--- src/rtl/reg_file_arb_pkg.sv ---
// rtl/reg_file_arb_pkg.sv - state and grant encodings for the reg_file write arbiter
package reg_file_arb_pkg;

  typedef enum logic {
    INIT,
    ARB
  } arb_state_t;

  typedef enum logic [1:0] {
    GNT_NONE,
    GNT_REQ0,
    GNT_REQ1
  } grant_t;

endpackage

--- src/rtl/riscv_32i_defs_pkg.sv ---
// rtl/riscv_32i_defs_pkg.sv - RV32I architectural constants and register types
package riscv_32i_defs_pkg;

  localparam int XLEN = 32;

  // x0 reads as zero and ignores writes
  localparam logic [4:0] X0 = 5'd0;

  typedef logic [4:0]      reg_idx_t;
  typedef logic [XLEN-1:0] reg_data_t;

endpackage

--- src/rtl/reg_file_arb_grant.sv ---
// rtl/reg_file_arb_grant.sv - combinational grant select for the reg_file write port
module reg_file_arb_grant
  import reg_file_arb_pkg::*;
(
  input  arb_state_t state,
  input  logic       req0_valid,
  input  logic       req1_valid,
  input  logic       rr_last,
  output grant_t     grant
);

  // Only ARB grants; a contested cycle goes to the requester not granted last.
  // Holding rr_last at 0 turns this into fixed priority with req1 on top.
  always_comb begin
    grant = GNT_NONE;
    if (state == ARB) begin
      if (req0_valid && req1_valid) begin
        grant = rr_last ? GNT_REQ0 : GNT_REQ1;
      end else if (req1_valid) begin
        grant = GNT_REQ1;
      end else if (req0_valid) begin
        grant = GNT_REQ0;
      end
    end
  end

endmodule

--- src/rtl/reg_file_wr_arbiter.sv ---
// rtl/reg_file_wr_arbiter.sv - zero-sweep then two-way arbitration of the reg_file write port (option: REG_FILE_ARB_RR_EN)
module reg_file_wr_arbiter
  import riscv_32i_defs_pkg::*;
  import reg_file_arb_pkg::*;
#(
  parameter int NUM_REGS   = 32,
  parameter int DATA_WIDTH = 32,
  localparam int ADDR_WIDTH = $clog2(NUM_REGS)
) (
  input  logic                  clk,
  input  logic                  rst_n,
  input  logic                  req0_valid,
  output logic                  req0_ready,
  input  logic [ADDR_WIDTH-1:0] req0_reg,
  input  logic [DATA_WIDTH-1:0] req0_data,
  input  logic                  req1_valid,
  output logic                  req1_ready,
  input  logic [ADDR_WIDTH-1:0] req1_reg,
  input  logic [DATA_WIDTH-1:0] req1_data,
  output logic                  wr_en,
  output logic [ADDR_WIDTH-1:0] wr_reg,
  output logic [DATA_WIDTH-1:0] wr_data,
  output logic                  init_done
);

  localparam logic [ADDR_WIDTH-1:0] ZERO_IDX = ADDR_WIDTH'(X0);
  localparam logic [ADDR_WIDTH-1:0] LAST_IDX = ADDR_WIDTH'(NUM_REGS - 1);

  arb_state_t            state;
  logic [ADDR_WIDTH-1:0] init_idx;
  logic                  rr_last;
  grant_t                grant;

  reg_file_arb_grant u_grant (
    .state      (state),
    .req0_valid (req0_valid),
    .req1_valid (req1_valid),
    .rr_last    (rr_last),
    .grant      (grant)
  );

  assign req0_ready = (grant == GNT_REQ0);
  assign req1_ready = (grant == GNT_REQ1);

`ifdef REG_FILE_ARB_RR_EN
  // Remember which requester won the most recent transfer (1 = req1)
  always_ff @(posedge clk or negedge rst_n) begin
    if (!rst_n) begin
      rr_last <= 1'b0;
    end else if (grant == GNT_REQ1) begin
      rr_last <= 1'b1;
    end else if (grant == GNT_REQ0) begin
      rr_last <= 1'b0;
    end
  end
`else
  assign rr_last = 1'b0;
`endif

  // Sweep x1..x(NUM_REGS-1) to zero, then register the granted write each cycle
  always_ff @(posedge clk or negedge rst_n) begin
    if (!rst_n) begin
      state     <= INIT;
      init_idx  <= ADDR_WIDTH'(1);
      wr_en     <= 1'b0;
      wr_reg    <= ZERO_IDX;
      wr_data   <= '0;
      init_done <= 1'b0;
    end else begin
      case (state)
        INIT: begin
          wr_en    <= 1'b1;
          wr_reg   <= init_idx;
          wr_data  <= '0;
          init_idx <= init_idx + 1'b1;
          if (init_idx == LAST_IDX) begin
            state     <= ARB;
            init_done <= 1'b1;
          end
        end
        ARB: begin
          // x0 writes are accepted but never strobed into the file
          if (grant == GNT_REQ1) begin
            wr_en   <= (req1_reg != ZERO_IDX);
            wr_reg  <= req1_reg;
            wr_data <= req1_data;
          end else if (grant == GNT_REQ0) begin
            wr_en   <= (req0_reg != ZERO_IDX);
            wr_reg  <= req0_reg;
            wr_data <= req0_data;
          end else begin
            wr_en <= 1'b0;
          end
        end
        default: state <= INIT;
      endcase
    end
  end

endmodule

--- config.mk ---
export PLATFORM = sky130hd
export DESIGN_NAME = reg_file_wr_arbiter
export DESIGN_NICKNAME = d
export VERILOG_FILES = /design/src/rtl/reg_file_arb_pkg.sv /design/src/rtl/riscv_32i_defs_pkg.sv /design/src/rtl/reg_file_arb_grant.sv /design/src/rtl/reg_file_wr_arbiter.sv
export SDC_FILE = /design/constraint.sdc
export NUM_CORES = 1
export LEC_CHECK = 0
export BUFFER_PORTS_ARGS = -buffer_cell sky130_fd_sc_hd__buf_2
export CORE_MARGIN = 2
export CORE_UTILIZATION = 42
export CTS_BUF_LIST = sky130_fd_sc_hd__clkbuf_8
export CTS_CLUSTER_DIAMETER = 30
export DETAILED_ROUTE_END_ITERATION = 8
export GPL_TIMING_DRIVEN = 0
export HOLD_SLACK_MARGIN = 0.05
export PLACE_DENSITY = 0.78
export REMOVE_ABC_BUFFERS = 1
export SETUP_SLACK_MARGIN = 0.3
export SKIP_LAST_GASP = 1
export SLEW_MARGIN = 20
export SYNTH_ARGS = -nofsm -noshare
export SYNTH_HDL_FRONTEND = slang
export SYNTH_SLANG_ARGS = --single-unit
--- constraint.sdc ---
create_clock -name clk -period 1.9 [get_ports clk]
set_clock_uncertainty 0.1 [all_clocks]
set_input_delay 0.285 -clock clk [delete_from_list [all_inputs] [get_ports clk]]
set_output_delay 0.285 -clock clk [all_outputs]
set_load 0.005 [all_outputs]
==> impl_metrics.env <==
export IMPL_status="complete, no violations"
export IMPL_core_area_um2=5410
export IMPL_drt_wl_total_um=7440
export IMPL_fmax_mhz=568
export IMPL_final_cells=443
export IMPL_synth_area_top_cells="dfrtp_1 (48%), mux2_2 (17%), nand2_1 (11%)"
export IMPL_boundaryPins=119
export IMPL_drive_gt1_frac=0.625
export IMPL_nFillCells=442
export IMPL_drc=0
export IMPL_synth_ff_type="dfrtp_1"
export IMPL_grt_overflow=0
export IMPL_start_util=0.428
export IMPL_clockRootBuffer="clkbuf_8"
export IMPL_rr_worst_depth=7
export IMPL_grt_max_degree=46
export IMPL_crit_type="reg -> reg"
export IMPL_crit_path_max_fanout=5
export IMPL_max_slew_margin_rel=0.624
export IMPL_dp_hpwl_um=3740
export IMPL_largest_register_ffs=32
export IMPL_ant_nets=0
export IMPL_cts_tree="built"
export IMPL_place_ws_ns=-1.54
export IMPL_synth_cells=237
export IMPL_wl_per_cell_um=16.8
export IMPL_p_leak_nw=1.81
export IMPL_synth_avg_cell_area_um2=9.76
export IMPL_diodes=0
export IMPL_cts_made_buffers=5
export IMPL_irDropWorstVdd_mv=0.338
export IMPL_startpoint_type="register"
export IMPL_setup_ws_ns=0.139
export IMPL_layout_nets=452
export IMPL_async_reset_ff_frac=1.00
export IMPL_die_area_um2=6120
export IMPL_max_cap_violations=0
export IMPL_ff2ff_setup_slack_ns=0.14
export IMPL_synth_yosys_seq_area_share=0.487
export IMPL_synth_cell_types=29
export IMPL_dpl_cell_count=411
export IMPL_gp_congestion=0.751
export IMPL_r2r_end="wr_en$_DFF_PN0_"
export IMPL_grt_pass1_vias=2046
export IMPL_die_y_um=78.2
export IMPL_synth_common_cells="nand2_1 (66), dfrtp_1 (44), mux2_2 (34)"
export IMPL_cp_required_ns=1.99
export IMPL_crit_slowest_cell="dfrtp_2"
export IMPL_min_from="req1_reg[3]"
export IMPL_cellPowerDensity_nw_per_um2=715
export IMPL_tns_ns=0
export IMPL_first_pass_iters=4
export IMPL_min_path_cells=3
export IMPL_grt_pass1_wl_um=9600
export IMPL_row_count=27
export IMPL_r2r_start="state$_DFF_PN0_"
export IMPL_setup_worst_path_end_class="register"
export IMPL_htreeDepth=2
export IMPL_min_to="wr_reg[3]$_DFFE_PN0P_"
export IMPL_die_w_um=78.2
export IMPL_arrival_ns=1.85
export IMPL_slew_viol_final=0
export IMPL_tightestPinTransition_ns=0.564
export IMPL_yosysWarningCount=0
export IMPL_period_share=0.927
export IMPL_yosys_cell_count_top_type="nand2_1"
export IMPL_fin_hold_ws_ns=0.198
export IMPL_hold_viol_final=0
export IMPL_rsz0062_at_grt="true"
export IMPL_routed_via_density=5.26
export IMPL_port_buffers=118
export IMPL_synth_top_area_frac=0.476
export IMPL_antenna_found_initial=0
export IMPL_final_setup_viol_count=0
export IMPL_yosys_area_top_type="dfrtp_1"
export IMPL_clk_pin_slew_ns=0.08
export IMPL_ys_ff_latch=45
export IMPL_stdcell_area_um2=3630
export IMPL_area_delta_synth_final_pct=56.7
export IMPL_synth_edf_count=0
export IMPL_dpl_cell_area_um2=2930
export IMPL_drt_iter0_markers=88
export IMPL_clk_latency_ns=0.28
export IMPL_vias=2330
export IMPL_grt_use_total=0.198
export IMPL_cts_path_max_buffers=2
export IMPL_cpPeakStageDelay_ns=0.43
export IMPL_path_cells="nand3b_1 -> ha_4 -> buf_6 -> clkbuf_16 -> nand2b_1 -> nor2_1 -> nor3_1"
export IMPL_clock_sinks=45
export IMPL_hold_path_class="in -> reg"
export IMPL_fin_crit_ns=1.76
export IMPL_syn_cell_area_um2=2310
[layout by cell type, fill, tap and decap left out, types with 2 or more instances in the layout]
cell type / synthesis / layout
o2bb2ai_1: 5 / 5
xnor2_1: 3 / 3
dfrtp_1: 44 / 43
clkbuf_16: 0 / 2
a21oi_1: 32 / 20
buf_4: 4 / 11
mux2_4: 0 / 27
o21ai_0: 5 / 5
buf_16: 0 / 2
buf_12: 0 / 3
a211oi_2: 0 / 5
nand2_1: 66 / 48
mux2_2: 34 / 7
nand2_2: 0 / 18
buf_6: 0 / 5
nor2b_2: 0 / 2
ha_4: 0 / 2
nor2b_1: 5 / 3
inv_6: 0 / 2
clkbuf_8: 0 / 7
a21oi_2: 0 / 12
buf_2: 3 / 116
[where the power goes]
| part | switching [mW] | internal, mW | total, mW |
|---|---|---|---|
| clock | 0.303 | 0.329 | 0.632 |
| combinational | 0.378 | 0.428 | 0.806 |
| sequential | 0.0670 | 1.09 | 1.16 |
| total | 0.748 | 1.85 | 2.59 |
[critical path: cells and delay by family, from the launching register on]
family / cells / cell delay [ns]
adders and majority gates: 1 / 0.24
and+or+nand+nor: 4 / 0.63
buffers and inverters: 2 / 0.28
DFF: 1 / 0.43
[cell type report]
cell class	instances	area, um2	share of cell area
Multi-Input combinational cell	171	1340	0.371
Clock buffer	7	96.3	0.0266
Timing Repair Buffer	141	910	0.251
Inverter	4	35.0	0.00966
Timing Repair inverter	2	17.5	0.00483
Tap cell	72	90.1	0.0248
Clock inverter	1	5.00	0.00138
Sequential cell	45	1130	0.311
[timing repair]
action                                  CTS  global route
endpoints found under the setup margin   43            42
gates resized for setup                  12            75
hold buffers                              0             1
endpoints found under the hold margin     0            44
cloned                                    2             4
buffers inserted                         13             4
pin swaps                                 1            24
[routing by layer]
| layer | global-route usage | routed length (um) | vias up |
|---|---|---|---|
| li1 | - | - | 1068 |
| met1 | 0.232 | 3000 | 1157 |
| met2 | 0.362 | 3900 | 95 |
| met3 | 0.0356 | 428 | 10 |
| met4 | 0.0719 | 102 | 0 |
| met5 | 0 | 0 | - |
[logic make-up (layout without fill, tap and decap cells)]
| logic type | after synthesis | count (layout) | share of synthesized area |
|---|---|---|---|
| AND/OR/NAND/NOR | 82 | 82 | 0.154 |
| AO/OA/AOI/OAI | 48 | 48 | 0.118 |
| flip-flops | 45 | 45 | 0.487 |
| multiplexers | 34 | 34 | 0.165 |
| buffers and inverters | 21 | 155 | 0.0422 |
| adder cells (fa/ha/maj) | 4 | 4 | 0.0216 |
| XOR/XNOR | 3 | 3 | 0.0114 |
[worst max path at each step]
stage                     from               endpoint  slack (ns)  cells after the start
2_1_floorplan  state$_DFF_PN0_  wr_reg[0]$_DFFE_PN0P_       -0.95                      5
3_3_place_gp   state$_DFF_PN0_  wr_reg[4]$_DFFE_PN0P_       -2.15                      5
3_5_place_dp   state$_DFF_PN0_  wr_reg[0]$_DFFE_PN0P_       -1.54                      5
4_1_cts        state$_DFF_PN0_             req1_ready        0.16                      4
5_1_grt        state$_DFF_PN0_             req1_ready        0.09                      4
6_report       state$_DFF_PN0_        wr_en$_DFF_PN0_        0.14                      7
[metrics by stage]
stage | power [mW] | util
2_1_floorplan | 1.45 | -
3_3_place_gp | 1.72 | 0.539
3_5_place_dp | 1.75 | 0.543
4_1_cts | 2.45 | 0.598
5_1_grt | 2.72 | 0.671
6_report | 2.59 | 0.671
(Power assumes the default switching activity.)
